`config.mk`:
```
export PLATFORM = sky130hd
export DESIGN_NAME = register_file_mp
export DESIGN_NICKNAME = d
export VERILOG_FILES = /design/src/rtl/register_file_mp.sv
export SDC_FILE = /design/constraint.sdc
export NUM_CORES = 2
export LEC_CHECK = 0
export BUFFER_PORTS_ARGS = -buffer_cell sky130_fd_sc_hd__buf_2
export CAP_MARGIN = 20
export CORE_ASPECT_RATIO = 1.75
export CORE_MARGIN = 1.5
export CORE_UTILIZATION = 50
export DETAILED_ROUTE_END_ITERATION = 10
export GPL_ROUTABILITY_DRIVEN = 1
export PLACE_DENSITY = 0.73
export SYNTH_ARGS = -nofsm -noshare
export SYNTH_HDL_FRONTEND = slang
export SYNTH_SLANG_ARGS = --single-unit
```
`constraint.sdc`:
```
create_clock -name r_clk -period 5.8 [get_ports r_clk]
set_input_delay 1.16 -clock r_clk [delete_from_list [all_inputs] [get_ports r_clk]]
set_output_delay 1.16 -clock r_clk [all_outputs]
set_load 0.02 [all_outputs]
```
`src/rtl/register_file_mp.sv`:
```
// register_file_mp: multi-port register file with registered reads, optional
// write-to-read bypass, optional hardwired-zero register and a clear engine.
// Ports:
//   r_clk, r_rst          clock, synchronous active-low reset
//   r_addr_rs / r_data_out_rs  NREAD read ports, data valid one cycle after address
//   r_we / r_addr_rd / r_data_rd  NWRITE write ports, highest index wins on collision
//   r_clr                 starts a DEPTH-cycle sequential clear of the array
//   r_busy                clear in progress: writes dropped, reads return 0
module register_file_mp #(
    parameter int DWIDTH   = 32,
    parameter int AWIDTH   = 5,
    parameter int NREAD    = 2,
    parameter int NWRITE   = 1,
    parameter int ZERO_REG = 1,
    parameter int BYPASS   = 1
) (
    input  logic                      r_clk,
    input  logic                      r_rst,
    input  logic [NREAD*AWIDTH-1:0]   r_addr_rs,
    output logic [NREAD*DWIDTH-1:0]   r_data_out_rs,
    input  logic [NWRITE-1:0]         r_we,
    input  logic [NWRITE*AWIDTH-1:0]  r_addr_rd,
    input  logic [NWRITE*DWIDTH-1:0]  r_data_rd,
    input  logic                      r_clr,
    output logic                      r_busy
);
    localparam int DEPTH = 1 << AWIDTH;

    typedef enum logic {IDLE, CLEAR} state_t;

    state_t             r_state;
    logic [AWIDTH-1:0]  r_ptr;
    logic [DWIDTH-1:0]  r_mem [DEPTH];
    logic [NWRITE-1:0]  w_eff;
    logic [NREAD*DWIDTH-1:0] w_rd;

    always_comb begin
        w_eff = '0;
        for (int w = 0; w < NWRITE; w++)
            w_eff[w] = r_we[w] && r_state == IDLE && !r_clr
                && !(ZERO_REG != 0 && r_addr_rd[w*AWIDTH +: AWIDTH] == '0);
    end

    // Later write ports overwrite earlier matches, so the highest index wins.
    always_comb begin
        w_rd = '0;
        for (int k = 0; k < NREAD; k++) begin
            if (r_state == IDLE && !(ZERO_REG != 0 && r_addr_rs[k*AWIDTH +: AWIDTH] == '0)) begin
                w_rd[k*DWIDTH +: DWIDTH] = r_mem[r_addr_rs[k*AWIDTH +: AWIDTH]];
                if (BYPASS != 0)
                    for (int w = 0; w < NWRITE; w++)
                        if (w_eff[w] && r_addr_rd[w*AWIDTH +: AWIDTH] == r_addr_rs[k*AWIDTH +: AWIDTH])
                            w_rd[k*DWIDTH +: DWIDTH] = r_data_rd[w*DWIDTH +: DWIDTH];
            end
        end
    end

    always_ff @(posedge r_clk) begin
        if (!r_rst) begin
            for (int i = 0; i < DEPTH; i++)
                r_mem[i] <= '0;
            r_data_out_rs <= '0;
            r_busy        <= 1'b0;
            r_state       <= IDLE;
            r_ptr         <= '0;
        end else begin
            r_data_out_rs <= w_rd;
            for (int w = 0; w < NWRITE; w++)
                if (w_eff[w])
                    r_mem[r_addr_rd[w*AWIDTH +: AWIDTH]] <= r_data_rd[w*DWIDTH +: DWIDTH];
            if (r_state == IDLE) begin
                if (r_clr) begin
                    r_state <= CLEAR;
                    r_ptr   <= '0;
                    r_busy  <= 1'b1;
                end
            end else begin
                r_mem[r_ptr] <= '0;
                r_ptr        <= r_ptr + 1'b1;
                if (r_ptr == AWIDTH'(DEPTH - 1)) begin
                    r_state <= IDLE;
                    r_busy  <= 1'b0;
                end
            end
        end
    end
endmodule
```
======== Yosys cells after proc, flatten, opt, wreduce, memory -nomap -nowiden ========
Memory sizes are Yosys's and may differ from the RTL's. A register that Yosys moved wholly into a read port is not among the register bits.
Index checks and enable logic that the tools add are counted.
word-level totals
  memories kept ........................... 1
  bits in latches ......................... 0
  output and inout bits ................... 65
  word-level logic and storage cells ...... 49
  input port bits ......................... 51
  bits in registers ....................... 7
  memory bits (writable) .................. 1024
  ROM bits ................................ 0
operators by class
  $add $sub $neg .......................... 1
  equal/unequal tests ..................... 2
  $lt $le $gt $ge ......................... 0
  shifts and indexed selects .............. 0
  div/mod/pow operators ................... 0
  $mul .................................... 0
  reduce and logical (&&, ||, !) cells .... 20
  bitwise logic cells ..................... 1
  mux-type cells .......................... 21
memories
  name   words  width  read ports  clocked after memory_dff  write ports  RTL line  text
  r_mem  32     32     2           2                         32           33        logic [DWIDTH-1:0] r_mem [DEPTH];
operator list
  kind                                                                     number
  32-bit 2-to-1 mux                                                        2
  32-bit OR reduction                                                      2
  5-bit 2-to-1 mux                                                         4
  5-bit zero test                                                          3
  1-bit 2-to-1 mux                                                         15
  1-bit zero test                                                          6
  2-bit AND reduction                                                      3
  5-bit by 1-bit adder with 5-bit output, second input constant            1
  5-bit equality test, second input constant                               1
  1-bit logical AND                                                        5
  2-bit by 1-bit inequality test with 1-bit output, second input constant  1
  2-bit nonzero test                                                       1
  1-bit inverter                                                           1

======== Longest topological paths before layout ========
  depth in word-level cells ............... 10
  depth in mapped cells ................... 11
  depth with buffers taken out ............ 6

======== Worst setup path before layout ========
Ideal clock, no wire load.
  path type ............................... input-to-reg
  from .................................... in r_rst
  to ...................................... mem r_mem[18][0], enable pin
  arrival time ............................ 3265 ps
  setup time .............................. 389 ps
  stages .................................. 10
  setup slack ............................. 2146 ps
  data required time ...................... 5411 ps
  buffers on the path ..................... 4
  cell sequence ........................... buf_6 -> nand2_4 -> buf_4 -> clkbuf_1 -> nand3_1 -> o31a_1 -> nor2_1 -> nand2_1 -> clkbuf_1 -> nand2_1
RTL lines
  item                RTL line  text
  start: declaration  18        input logic r_rst,
  end: declaration    33

==> flow_summary.ini <==
[outcome]
run_status = complete, no violations

[die]
die_w_um = 252.6
dieArea_um2 = 111100
initial_core_util = 0.5033
core_um2 = 108300
rows = 160
die_h_um = 439.8
pin_count = 116

[drt]
drt_iter0_drc = 7366
route.vias.total = 41040
routedWlPerCell_um = 36.56
drtAntennaViolNets = 0
via_per_inst = 7.121
routed_wl_um = 210700
drtPass1Iterations = 9
drc = 0

[worst_setup_path]
critPathCaptureType = flop
arrival_ns = 4.33
critPathKind = flop to flop
cp-start-kind = flop
crit_required_ns = 6.19
cp_max_fo = 41

[clocking]
cts_root_buffer = clkbuf_16
postCtsSetupBuffers = 0
cts.repair.resized = 0
cts_tree = built
clock_latency_ns = 0.77
htree_levels = 3
clk_transition_reported_paths_ns = 0.06
hold_buffers = 0
clk_path_buf_depth = 3
numCtsBuffers = 96
cts.sinks = 1095

[timing]
rsz0062_at_grt = no
worst_pin_slew_ns = 1.313
max_freq_ghz = 0.2539
hold_slack_ns = 0.5266
drv_slew = 0
finalSetupTns_ns = 0
fin_crit_ns = 3.938
skew_ns = 0.05019
setup_viol_count_final = 0
max-slew-margin-rel = 0.1246
finalHoldViolCount = 0
post-route-period-util = 0.6790

[global_route]
track_usage = 0.3756
grt_antenna_before_repair = 11
grt-ovfl-total = 0
grt_pass1_vias = 40170
grt_max_degree = 134
grt_first_pass_wirelength_um = 288300

[synthesis]
synthFlopType = edfxtp_1
syn_inst = 4229
ys_warn_count = 0
synth_area_per_cell_um2 = 12.89
synth-seq-cells = 1095
syn_area_um2 = 54510
synthArstFlopShare = 0
synthDistinctLibCells = 53
ys_seq_area_frac = 0.5902
synth_enable_flop_cells = 1024

[final_layout]
nets = 4264
syn2layout_area_growth_pct = 10.88
drive_above_1_share = 0.1828
fin_util = 0.5581

[power_and_ir_drop]
leakage_nw = 22.32
irDropWorstVdd_mv = 0.2583
powerDensity_nw_per_um2 = 298.9

[job]
maxCapViolations = 0

[place]
hpwlAfterDp_um = 120900
globalplace.congestion = 0.9331
port_buffers = 115

[min_path]
hp-class = flop to flop
==> worst max-delay path, cell delays in order (launching register included) <==
cell and delay, ns:
dfxtp_1 0.83, nand2_4 0.55, mux2_2 0.48, nor2_1 0.35, nand2_2 0.11, nand2_2 0.67, buf_4 0.55
==> cell usage in the layout, fill, tap and decap left out, types with 13 or more instances in the layout <==
cell       Yosys  routed
buf_4         20     140
or4_1         26      25
nand2_2        0      68
buf_2        107     112
xnor2_1       14      14
buf_12         0      13
nor2b_1       15      13
nand3_1       35      34
a211oi_1      13      13
or2_0         21      21
clkinv_2       0      18
dfxtp_1       71      71
edfxtp_1    1024    1024
clkbuf_1     255      25
mux4_2       249     249
a21oi_1       47      47
nand2_1      154      86
a22oi_1      255     255
nand4_1       51      51
nor2_1      1054    1053
conb_1         1      32
o22ai_1      129     129
clkbuf_16      0      98
mux2i_1      549     549
==> through the flow <==
stage | total power [mW] | cell area, um2 | instances | setup slack (ns)
2_1_floorplan | 10.49 | 54630 | 4260 | 2.146
3_3_place_gp | 11.26 | 56790 | 5555 | 1.536
3_5_place_dp | 11.30 | 56890 | 5559 | 1.487
4_1_cts | 17.90 | 60150 | 5740 | 2.037
5_1_grt | 18.35 | 60420 | 5755 | 1.825
6_report | 18.07 | 60440 | 5763 | 1.862
==> cell families after synthesis <==
kind of cell	after synthesis	share of synthesized area
simple gates	1407	0.1073
compound gates	474	0.06016
xor+xnor	15	0.002410
flops	1095	0.5902
fa+ha+maj	2	0.0004590
buf+inv	435	0.03510
mux	800	0.2043
other cells	1	0.00006879
==> area by class of cell <==
type	count	area (um2)
Tap cell	1458	1824
Sequential cell	1095	32170
Multi-Input combinational cell	2730	20880
Timing Repair Buffer	282	2248
Clock buffer	134	2698
Clock inverter	47	568.0
Inverter	6	22.52
Antenna cell	11	27.53
Fill cell	8655	47860
==> synth_stat cells (2+ instances only) <==
master	count	share of area
xnor2_1	14	0.0022
and4b_1	4	0.00073
o31ai_1	2	0.00028
buf_6	9	0.0019
o22ai_1	129	0.015
edfxtp_1	1024	0.56
a22oi_1	255	0.035
o21ai_0	8	0.00073
nor3_1	8	0.00073
mux2i_1	549	0.10
or4_1	26	0.0036
and3_1	2	0.00023
o31a_1	2	0.00032
nand2_1	154	0.011
mux4_2	249	0.10
ha_1	2	0.00046
and2_1	3	0.00034
buf_2	107	0.0098
nand3_1	35	0.0032
inv_1	6	0.00041
clkbuf_2	3	0.00028
a21oi_1	47	0.0043
buf_1	35	0.0024
nand4_1	51	0.0059
o221ai_1	7	0.0011
nand2b_1	9	0.0010
nor3b_1	4	0.00055
or2_0	21	0.0024
clkbuf_1	255	0.018
nor4bb_1	6	0.0011
dfxtp_1	71	0.026
a211oi_1	13	0.0018
or2_2	6	0.00069
a31oi_1	5	0.00057
nor2_1	1054	0.073
nor2b_1	15	0.0017
buf_4	20	0.0028
nor4b_2	4	0.0011
==> power breakdown <==
| group | switching [mW] | leakage, nW | internal [mW] |
|---|---|---|---|
| registers | 0.203 | 11.1 | 8.95 |
| clock network | 3.12 | 1.59 | 3.69 |
| logic | 1.39 | 9.58 | 0.719 |
==> sequential cells by signal, summed over array words and instances (netlist names) <==
signal and count:
r_data_out_rs 64, r_busy 1, r_mem 1024, r_ptr 5, r_state 1
==> per-layer routing <==
layer  share of wire  vias to the layer above  GRT usage  routed length (um)
met3            0.14                     1189     0.1163               30150
met4            0.10                        8     0.3245               21970
li1                -                    15840          -                   -
met5         0.00030                        -          0                  64
met1            0.30                    20030     0.4270               63590
met2            0.45                     3967     0.5752               94910
==> worst paths after layout <==
kind / startpoint / endpoint / slack [ns] / cells after the start
max: r_state / r_mem[10][4] / 1.86 / 6
min: r_busy / r_busy / 0.53 / 2
max reg2reg: r_state / r_mem[10][4] / 1.86 / 6
min reg2reg: r_busy / r_busy / 0.53 / 2
(Power assumes the default switching activity.)
